**src/rtl/sha256_msg_padder.sv**
```systemverilog
// rtl/sha256_msg_padder.sv - SHA-256 message byte forwarder with FIPS 180-4 padding.
// Passes message bytes straight through, then emits 0x80, zero fill and the 64-bit bit length.
module sha256_msg_padder #(
  parameter int CNT_W = 32
) (
  input  logic       clk,
  input  logic       rst_n,
  input  logic       start,
  input  logic       start_empty,
  input  logic [7:0] msg_byte,
  input  logic       msg_valid,
  input  logic       msg_last,
  output logic       msg_ready,
  output logic       proc_start,
  output logic [7:0] out_data,
  output logic       out_valid,
  output logic       out_last,
  input  logic       out_ready,
  output logic       busy,
  output logic       done
);

  typedef enum logic [2:0] {
    S_IDLE,
    S_ARM,
    S_MSG,
    S_PAD80,
    S_ZERO,
    S_LEN
  } state_t;

  state_t           r_state;
  state_t           w_state_nxt;
  logic [5:0]       r_pos;
  logic [CNT_W-1:0] r_count;
  logic             r_empty;
  logic             r_done;
  logic             w_xfer;
  logic [63:0]      w_len64;
  logic [7:0]       w_len_byte;

  assign w_len64    = {{(64-CNT_W){1'b0}}, r_count} << 3;
  // Length byte k (pos 56+k) is big-endian, so it sits at bit offset 8*(7-k).
  assign w_len_byte = w_len64[{~r_pos[2:0], 3'b000} +: 8];
  assign w_xfer     = out_valid && out_ready;
  assign busy       = (r_state != S_IDLE);
  assign done       = r_done;

  always_ff @(posedge clk) begin
    if (!rst_n) begin
      r_state <= S_IDLE;
      r_pos   <= 6'd0;
      r_count <= '0;
      r_empty <= 1'b0;
      r_done  <= 1'b0;
    end else begin
      r_state <= w_state_nxt;
      r_done  <= (r_state == S_LEN) && out_ready && (r_pos == 6'd63);
      if (r_state == S_IDLE) begin
        if (start) begin
          r_pos   <= 6'd0;
          r_count <= '0;
          r_empty <= start_empty;
        end
      end else if (w_xfer) begin
        r_pos <= r_pos + 6'd1;
        if (r_state == S_MSG) begin
          r_count <= r_count + 1'b1;
        end
      end
    end
  end

  always_comb begin
    w_state_nxt = r_state;
    msg_ready   = 1'b0;
    proc_start  = 1'b0;
    out_data    = 8'h00;
    out_valid   = 1'b0;
    out_last    = 1'b0;
    case (r_state)
      S_IDLE: begin
        if (start) w_state_nxt = S_ARM;
      end
      S_ARM: begin
        proc_start  = 1'b1;
        w_state_nxt = r_empty ? S_PAD80 : S_MSG;
      end
      S_MSG: begin
        out_data  = msg_byte;
        out_valid = msg_valid;
        msg_ready = out_ready;
        if (msg_valid && out_ready && msg_last) w_state_nxt = S_PAD80;
      end
      S_PAD80: begin
        out_data  = 8'h80;
        out_valid = 1'b1;
        if (out_ready) w_state_nxt = (r_pos == 6'd55) ? S_LEN : S_ZERO;
      end
      S_ZERO: begin
        out_valid = 1'b1;
        if (out_ready && r_pos == 6'd55) w_state_nxt = S_LEN;
      end
      S_LEN: begin
        out_data  = w_len_byte;
        out_valid = 1'b1;
        out_last  = (r_pos == 6'd63);
        if (out_ready && r_pos == 6'd63) w_state_nxt = S_IDLE;
      end
      default: w_state_nxt = S_IDLE;
    endcase
  end

endmodule

```
**config.mk**
```make
export PLATFORM = sky130hd
export DESIGN_NAME = sha256_msg_padder
export DESIGN_NICKNAME = d
export VERILOG_FILES = /design/src/rtl/sha256_msg_padder.sv
export SDC_FILE = /design/constraint.sdc
export NUM_CORES = 1
export LEC_CHECK = 0
export CORE_MARGIN = 4
export CORE_UTILIZATION = 63
export CTS_BUF_LIST = sky130_fd_sc_hd__clkbuf_8
export DETAILED_ROUTE_END_ITERATION = 10
export GPL_TIMING_DRIVEN = 1
export PLACE_DENSITY = 0.84
export SYNTH_ARGS = -nofsm -noshare
export SYNTH_HDL_FRONTEND = slang
export SYNTH_SLANG_ARGS = --single-unit
```
**constraint.sdc**
```tcl
create_clock -name clk -period 5.63 [get_ports clk]
set_input_delay 0.8445 -clock clk [delete_from_list [all_inputs] [get_ports clk]]
set_output_delay 0.8445 -clock clk [all_outputs]
set_load 0.01 [all_outputs]
```
==> out/qor.yml, run 1 <==
viasPerCell: 6.763
clock_latency_ns: 0.30
dpl_cell_area_mm2: 0.002954
critical_path.top_delay_family: "buffers and inverters"
yosysUniqueCellTypes: 61
hold_viol_final: 0
maxCapViolCount: 0
drt_pass1_iterations: 5
gp_congestion: 0.9281
ys_top_cells_by_area: "dfxtp_1, nand2_1, nand3_1"
netlist_instances: 344
clockBufferDepth: 2
fillerInstances: 327
hold_buffers: 0
diodes: 0
seq_area_frac_synth_pct: 31.72
slowest_delay_ns: 0.86
dieArea_mm2: 0.005422
cts_resized: 0
cts-root-buf: "clkbuf_8"
setup_slack_ns: 2.310
design_area_mm2: 0.003039
grt_usage_pct: 28.96
synth-simple-area-share_pct: 33.38
critical_path.max_fanout: 19
synthMuxAreaShare_pct: 7.008
power.leakage_nw: 1.060
crit_buf_inv: 2
synth_top_flop_cell: "dfxtp_1"
dp_slack_ns: 2.100
setup_viol: 0
synth-xor-area-share_pct: 1.291
startpoint_type: "input port"
post-dp-hpwl_mm: 5.311
nets: 376
grt_pass1_vias: 2451
worstReg2RegEnd: "r_count[18]"
whs_endpoint: "r_empty"
ys_seq_elements: 43
synth-edff-count: 0
hp-start: "r_empty"
multi_input_area_mm2: 0.001732
slowest_stage: "clkdlybuf4s50_1"
core_region_area_mm2: 0.004086
drc: 0
start_util_pct: 66.41
area_growth_pct: 11.99
period_minus_slack_ns: 3.320
r2r_cells: 5
synth_fp_nets: 361
io_pins: 29
vias: 2773
grt.overflow.total: 0
yosysMostFrequentCell: "nand2_1"
worstPathArrival_ns: 3.53
critical_path_class: "in -> reg"
wl_per_cell_um: 17.92
synthAdderAreaFrac_pct: 0.9221
cts_max_level: 2
synth_top_area_cell: "dfxtp_1"
cts_buffers: 5
ant_nets: 0
grt_pass1_wl_mm: 12.25
die_h_um: 73.64
cts_tree: "built"
fin_crit_sh_pct: 58.98
port_buffers: 28
synth-async-reset-ratio_pct: 0
rrSetupSlack_ns: 2.69
worstMarginPinSlew_ns: 0.7905
fin_worst_skew_ns: 0.007574
wl_mm: 7.346
grt_max_degree: 20
final_layout_size_suffix_gt1_share_pct: 6.944
clock.fmax_mhz: 301.2
synth_area_mm2: 0.002714
cp_cell_sequence: "clkdlybuf4s50_1, clkinv_1, nor2_1, nand3_1, o31ai_1"
end_kind: "flop"
worstPathRequired_ns: 5.84
r2r_start: "r_state[1]"
synth_commonest_cells: "nand2_1, dfxtp_1, nor2_1, nand3_1, o21ai_0"
maxSlewViolCount: 0
holdPathStages: 2
dr.first_iter.drc_count: 354
cts_setup_buffers: 0
syn_avg_cell_area_um2: 7.889
synth_compound_area_share_pct: 21.21
outcome: "finished, final reports clean"
synth_top_family_by_area: "simple AND/OR/NAND/NOR gates"
hold_path_class: "reg -> reg"
antenna_found_initial: 0
rsz0062_at_grt: "false"
yosysWarnings: 0
vdd_drop_max_uv: 217.7
final.setup.tns_ns: 0
cts.sinks: 43
rows: 23
die_x_um: 73.64
yosys.area.top_type_share_pct: 31.72
worst_slew_margin_rel_pct: 46.99
p_per_area_mw_per_mm2: 268.8
ff_latch_area_um2: 860.8
clk_pin_slew_ns: 0.08
-- layout by cell type (no fill, tap or decap), drive strengths merged, types with 3 or more instances in the layout --
master,synthesis,final
a31oi,13,13
o21ai,26,26
mux4,5,5
a21oi,16,16
xor2,3,3
o211a,3,3
inv,4,5
nand2,45,45
and4,4,4
nor3b,3,3
a41oi,4,4
nand3,33,33
dfxtp,43,43
mux2i,7,7
a22o,4,4
clkbuf,10,5
nor3,9,9
nand2b,3,3
or2,3,3
nand4,6,6
a211o,3,3
and3,13,13
or4,4,4
and2,3,3
o211ai,4,4
nor2,32,32
nor2b,3,3
clkdlybuf4s50,0,28
-- where the power goes --
| part | internal [mW] | switching [mW] |
|---|---|---|
| Sequential | 0.313 | 0.0292 |
| Clock | 0.0850 | 0.109 |
| Combinational | 0.111 | 0.170 |
| Total | 0.508 | 0.309 |
-- per-layer routing --
metal / part of all wire, % / track usage [%]
met1: 45 / 42.06
met2: 45 / 43.60
met3: 8.5 / 5.609
met4: 1.5 / 8.249
met5: 0 / 0
-- worst reg2reg max path, stage by stage (launching register included) --
cell and delay, ns:
dfxtp_1 0.65, nor3b_2 0.66, nand3_1 0.45, nor2_1 0.67
nand3_1 0.19, o31ai_1 0.23
-- area by class of cell --
cell class	count	area share, %
timing repair buffer	28	9.222
multi-input combinational	276	56.98
sequential	43	28.32
clock inverter	3	0.5352
inverter	5	0.6175
tap	50	2.058
clock buffer	5	2.264
-- stage by stage --
step	util (%)	hold WS (ns)	instances	total power [mW]
after global placement	72.29	0.4435	402	0.6207
after CTS	74.37	0.4613	410	0.8141
after floorplan	-	0.4368	344	0.5251
final	74.37	0.4618	410	0.8169
after detailed placement	72.29	0.4495	402	0.6225
after global routing	74.37	0.4792	410	0.8615
-- cell families after synthesis --
logic type      Yosys count
simple gates            171
compound gates           87
flops                    43
buf+inv                  25
mux                      12
xor+xnor                  4
fa+ha+maj                 2
-- sequential cells by signal, indices dropped and copies added (netlist names) --
signal and flops:
r_pos 6, done 1, r_state 3, r_count 32, r_empty 1
-- how the worst max path moves through the flow --
stage               startpoint           to  slack, ns  cells past startpoint
finish                   rst_n  r_count[18]       2.31                      5
global route             rst_n  r_count[18]       2.14                      5
CTS                  msg_valid    out_valid       2.36                      4
detailed placement       rst_n  r_count[18]       2.10                      5
global placement         rst_n  r_count[18]       2.20                      5
floorplan             r_pos[1]  out_data[6]       3.39                      3
Power figures use the tool's default switching activity.
==> run 2: changes to the inputs <==
CORE_UTILIZATION = 53   (was 63)
PLACE_DENSITY = 0.74   (was 0.84)
clock period = 2.9 ns   (was 5.63 ns; I/O delays follow)
==> out/qor.yml, run 2 (same netlist as run 1, synthesis figures left out) <==
largest_reg_flops: 32
grt.busiest_layer: "met2"
layout_commonest_cell: "nand2_1"
final.setup.tns_ns: 0
cp_cell_sequence: "buf_4, mux4_2, nand2_1, o21ai_0, clkdlybuf4s50_1"
worst_slew_margin_rel_pct: 65.21
cts_resized: 0
hold_buffers: 0
clock.fmax_mhz: 381.5
core_region_area_mm2: 0.004848
wl_per_cell_um: 17.41
nets: 387
cts_max_level: 2
grt_max_degree: 16
p_per_area_mw_per_mm2: 515.3
viasPerCell: 6.378
clock_latency_ns: 0.29
io_pins: 29
die_x_um: 79.56
setup_slack_ns: 0.2790
fillerInstances: 463
maxSlewViolCount: 0
final_layout_size_suffix_gt1_share_pct: 9.214
fin_worst_skew_ns: 0.005774
rows: 25
clockBufferDepth: 2
clk_pin_slew_ns: 0.07
critical_path_class: "reg -> out"
die_h_um: 79.56
grtUsageMet3_pct: 3.837
grt.overflow.total: 0
dp_slack_ns: 0.5116
drc: 0
worstMarginPinSlew_ns: 0.5199
use_met1_pct: 36.66
grt_pass1_wl_mm: 13.00
power.leakage_nw: 1.112
start_util_pct: 55.97
dr.first_iter.drc_count: 363
slowest_stage: "dfxtp_1"
grt_pass1_vias: 2525
startpoint_type: "flop"
antenna_found_initial: 0
port_buffers: 28
drt_pass1_iterations: 4
vdd_drop_max_uv: 305.6
critical_path.max_fanout: 8
ff_latch_area_um2: 860.8
rsz0062_at_grt: "false"
period_minus_slack_ns: 2.621
vias: 2781
final_util_pct: 64.57
cts.sinks: 43
dieArea_mm2: 0.006329
wl_mm: 7.590
diodes: 0
cts_setup_buffers: 0
worstPathRequired_ns: 2.47
post-dp-hpwl_mm: 5.708
cts-root-buf: "clkbuf_8"
ant_nets: 0
area_growth_pct: 15.35
crit_buf_inv: 2
multi_input_area_mm2: 0.001732
hold_viol_final: 0
cts_buffers: 5
cts_tree: "built"
largestRegisters: "r_count x32, r_pos x6, r_state x3"
regMostFlops: "r_count"
gp_congestion: 0.9421
fin_crit_sh_pct: 90.38
use_met2_pct: 42.07
layout_common_cells: "nand2_1, dfxtp_1, nor2_1, nand3_1, clkdlybuf4s50_1"
maxCapViolCount: 0
outcome: "finished, final reports clean"
slowest_delay_ns: 0.51
end_kind: "output pin"
grt_usage_pct: 26.09
setup_viol: 0
worstPathArrival_ns: 2.19
hold_path_class: "reg -> reg"
critical_path.top_delay_family: "buffers and inverters"
==> run 2: worst reg2reg max path, delay by kind of cell, from the launching register on <==
family,cells,cell delay [ns]
DFF,1,0.61
and+or+nand+nor,2,0.48
adders and majority gates,1,0.28
muxes,1,0.22
AOI/OAI and AO/OA,2,0.49
==> run 2: where the power goes <==
group	internal (mW)	switching, mW
Clock	0.157	0.183
Combinational	0.260	0.388
Sequential	0.607	0.0170
==> run 2: metrics by stage <==
stage / total power [mW] / cell area, um^2 / instances / hold WS (ns)
global route: 1.723 / 3131 / 436 / 0.5171
finish: 1.613 / 3131 / 436 / 0.4783
detailed placement: 1.282 / 3058 / 430 / 0.4658
floorplan: 1.020 / 2714 / 344 / 0.4368
global placement: 1.278 / 3058 / 430 / 0.4454
CTS: 1.621 / 3131 / 436 / 0.4761
==> run 2: path summary, 6_finish.rpt <==
| check | depth (start not counted) | slack (ns) | endpoint | start |
|---|---|---|---|---|
| worst max register to register | 6 | 0.75 | r_state[0] | r_pos[0] |
| worst min register to register | 2 | 0.48 | r_empty | r_empty |
| worst max-delay path | 5 | 0.28 | out_data[7] | r_pos[1] |
| worst min-delay path | 2 | 0.48 | r_empty | r_empty |
==> run 2: area by class of cell <==
type / count / area share (%)
multi-input cells: 276 / 55.32
inverters: 5 / 0.5995
repair buffers: 39 / 11.59
flip-flops and latches: 43 / 27.50
well taps: 67 / 2.678
clock buffers: 5 / 2.198
clock inverters: 1 / 0.1199
==> run 2: routing by layer <==
| layer | wire [um] | up-vias |
|---|---|---|
| li1 | - | 1344 |
| met1 | 3376 | 1323 |
| met2 | 3580 | 107 |
| met3 | 570 | 7 |
| met4 | 62 | 0 |
| met5 | 0 | - |
==> run 3: changes to the inputs <==
MAX_ROUTING_LAYER = met4   (was default)
==> out/qor.yml, run 3 (same netlist as run 1, synthesis figures left out) <==
vdd_drop_max_uv: 308.9
cts_tree: "built"
critical_path_class: "reg -> out"
diodes: 0
port_buffers: 28
p_per_area_mw_per_mm2: 516.8
layout_commonest_cell: "nand2_1"
layout_common_cells: "nand2_1, dfxtp_1, nor2_1, nand3_1, clkdlybuf4s50_1"
nets: 387
power.leakage_nw: 1.112
largest_reg_flops: 32
final_layout_size_suffix_gt1_share_pct: 9.214
fillerInstances: 463
rsz0062_at_grt: "false"
viasPerCell: 6.429
period_minus_slack_ns: 2.616
start_util_pct: 55.97
worstPathRequired_ns: 2.47
hold_path_class: "reg -> reg"
largestRegisters: "r_count x32, r_pos x6, r_state x3"
antenna_found_initial: 0
worstMarginPinSlew_ns: 0.5321
clock.fmax_mhz: 382.2
cts_setup_buffers: 0
die_h_um: 79.56
cts_resized: 0
startpoint_type: "flop"
ant_nets: 0
core_region_area_mm2: 0.004848
clk_pin_slew_ns: 0.07
setup_viol: 0
fin_worst_skew_ns: 0.004176
grt.overflow.total: 0
regMostFlops: "r_count"
dieArea_mm2: 0.006329
worst_slew_margin_rel_pct: 64.40
wl_per_cell_um: 17.34
maxCapViolCount: 0
final_util_pct: 64.57
cts_max_level: 2
hold_viol_final: 0
clockBufferDepth: 2
dr.first_iter.drc_count: 308
rows: 25
grt_max_degree: 16
cts_buffers: 5
die_x_um: 79.56
drt_pass1_iterations: 5
end_kind: "output pin"
grt_usage_pct: 26.72
holdPathStages: 2
critical_path.max_fanout: 8
area_growth_pct: 15.35
drc: 0
outcome: "finished, final reports clean"
cts-root-buf: "clkbuf_8"
fin_crit_sh_pct: 90.22
r2r_cells: 6
wl_mm: 7.562
final.setup.tns_ns: 0
gp_congestion: 0.9591
hold_buffers: 0
grt_pass1_vias: 2528
post-dp-hpwl_mm: 5.708
maxSlewViolCount: 0
vias: 2803
cts.sinks: 43
grt_pass1_wl_mm: 12.98
io_pins: 29
clock_latency_ns: 0.29
worstPathArrival_ns: 2.18
==> run 3: cell counts in the layout (fill, tap and decap cells not counted) <==
Identical to the previous run, type by type.
==> run 3: stage by stage <==
| stage | setup WS [ns] | hold slack [ns] | instance area [um^2] | power, mW | instances |
|---|---|---|---|---|---|
| finish | 0.2835 | 0.4758 | 3131 | 1.618 | 436 |
| global route | 0.1556 | 0.5171 | 3131 | 1.721 | 436 |
| CTS | 0.2563 | 0.4761 | 3131 | 1.621 | 436 |
| detailed placement | 0.5116 | 0.4658 | 3058 | 1.282 | 430 |
| global placement | 0.5815 | 0.4454 | 3058 | 1.278 | 430 |
| floorplan | 1.069 | 0.4368 | 2714 | 1.020 | 344 |
==> run 3: where the power goes <==
group / internal, mW / switching (mW) / total [mW]
Clock: 0.157 / 0.185 / 0.342
Combinational: 0.260 / 0.391 / 0.651
Sequential: 0.607 / 0.0171 / 0.624
==> run 3: worst max-delay path, stage by stage (launching register included) <==
cell	delay, ns
dfxtp_1	0.51
buf_4	0.22
mux4_2	0.50
nand2_1	0.09
o21ai_0	0.09
clkdlybuf4s50_1	0.48
==> run 3: layout make-up <==
type	count	area, um^2	area share, %
inverter	5	18.77	0.5995
timing repair buffer	39	362.8	11.59
multi-input combinational	276	1732	55.32
clock inverter	1	3.754	0.1199
tap	67	83.83	2.678
sequential	43	860.8	27.50
clock buffer	5	68.82	2.198
==> run 3: final timing paths <==
path / start / to / slack [ns]
max reg2reg: r_pos[0] / r_state[0] / 0.77
max: r_pos[1] / out_data[7] / 0.28
min reg2reg: r_empty / r_empty / 0.48
min: r_empty / r_empty / 0.48
==> run 3: routing by layer <==
metal / vias to the layer above / wire [um] / global-route usage, %
met2: 120 / 3511 / 41.90
met1: 1327 / 3399 / 36.59
met3: 12 / 569 / 3.837
met5: - / 0 / -
li1: 1344 / - / -
met4: 0 / 83 / 6.014
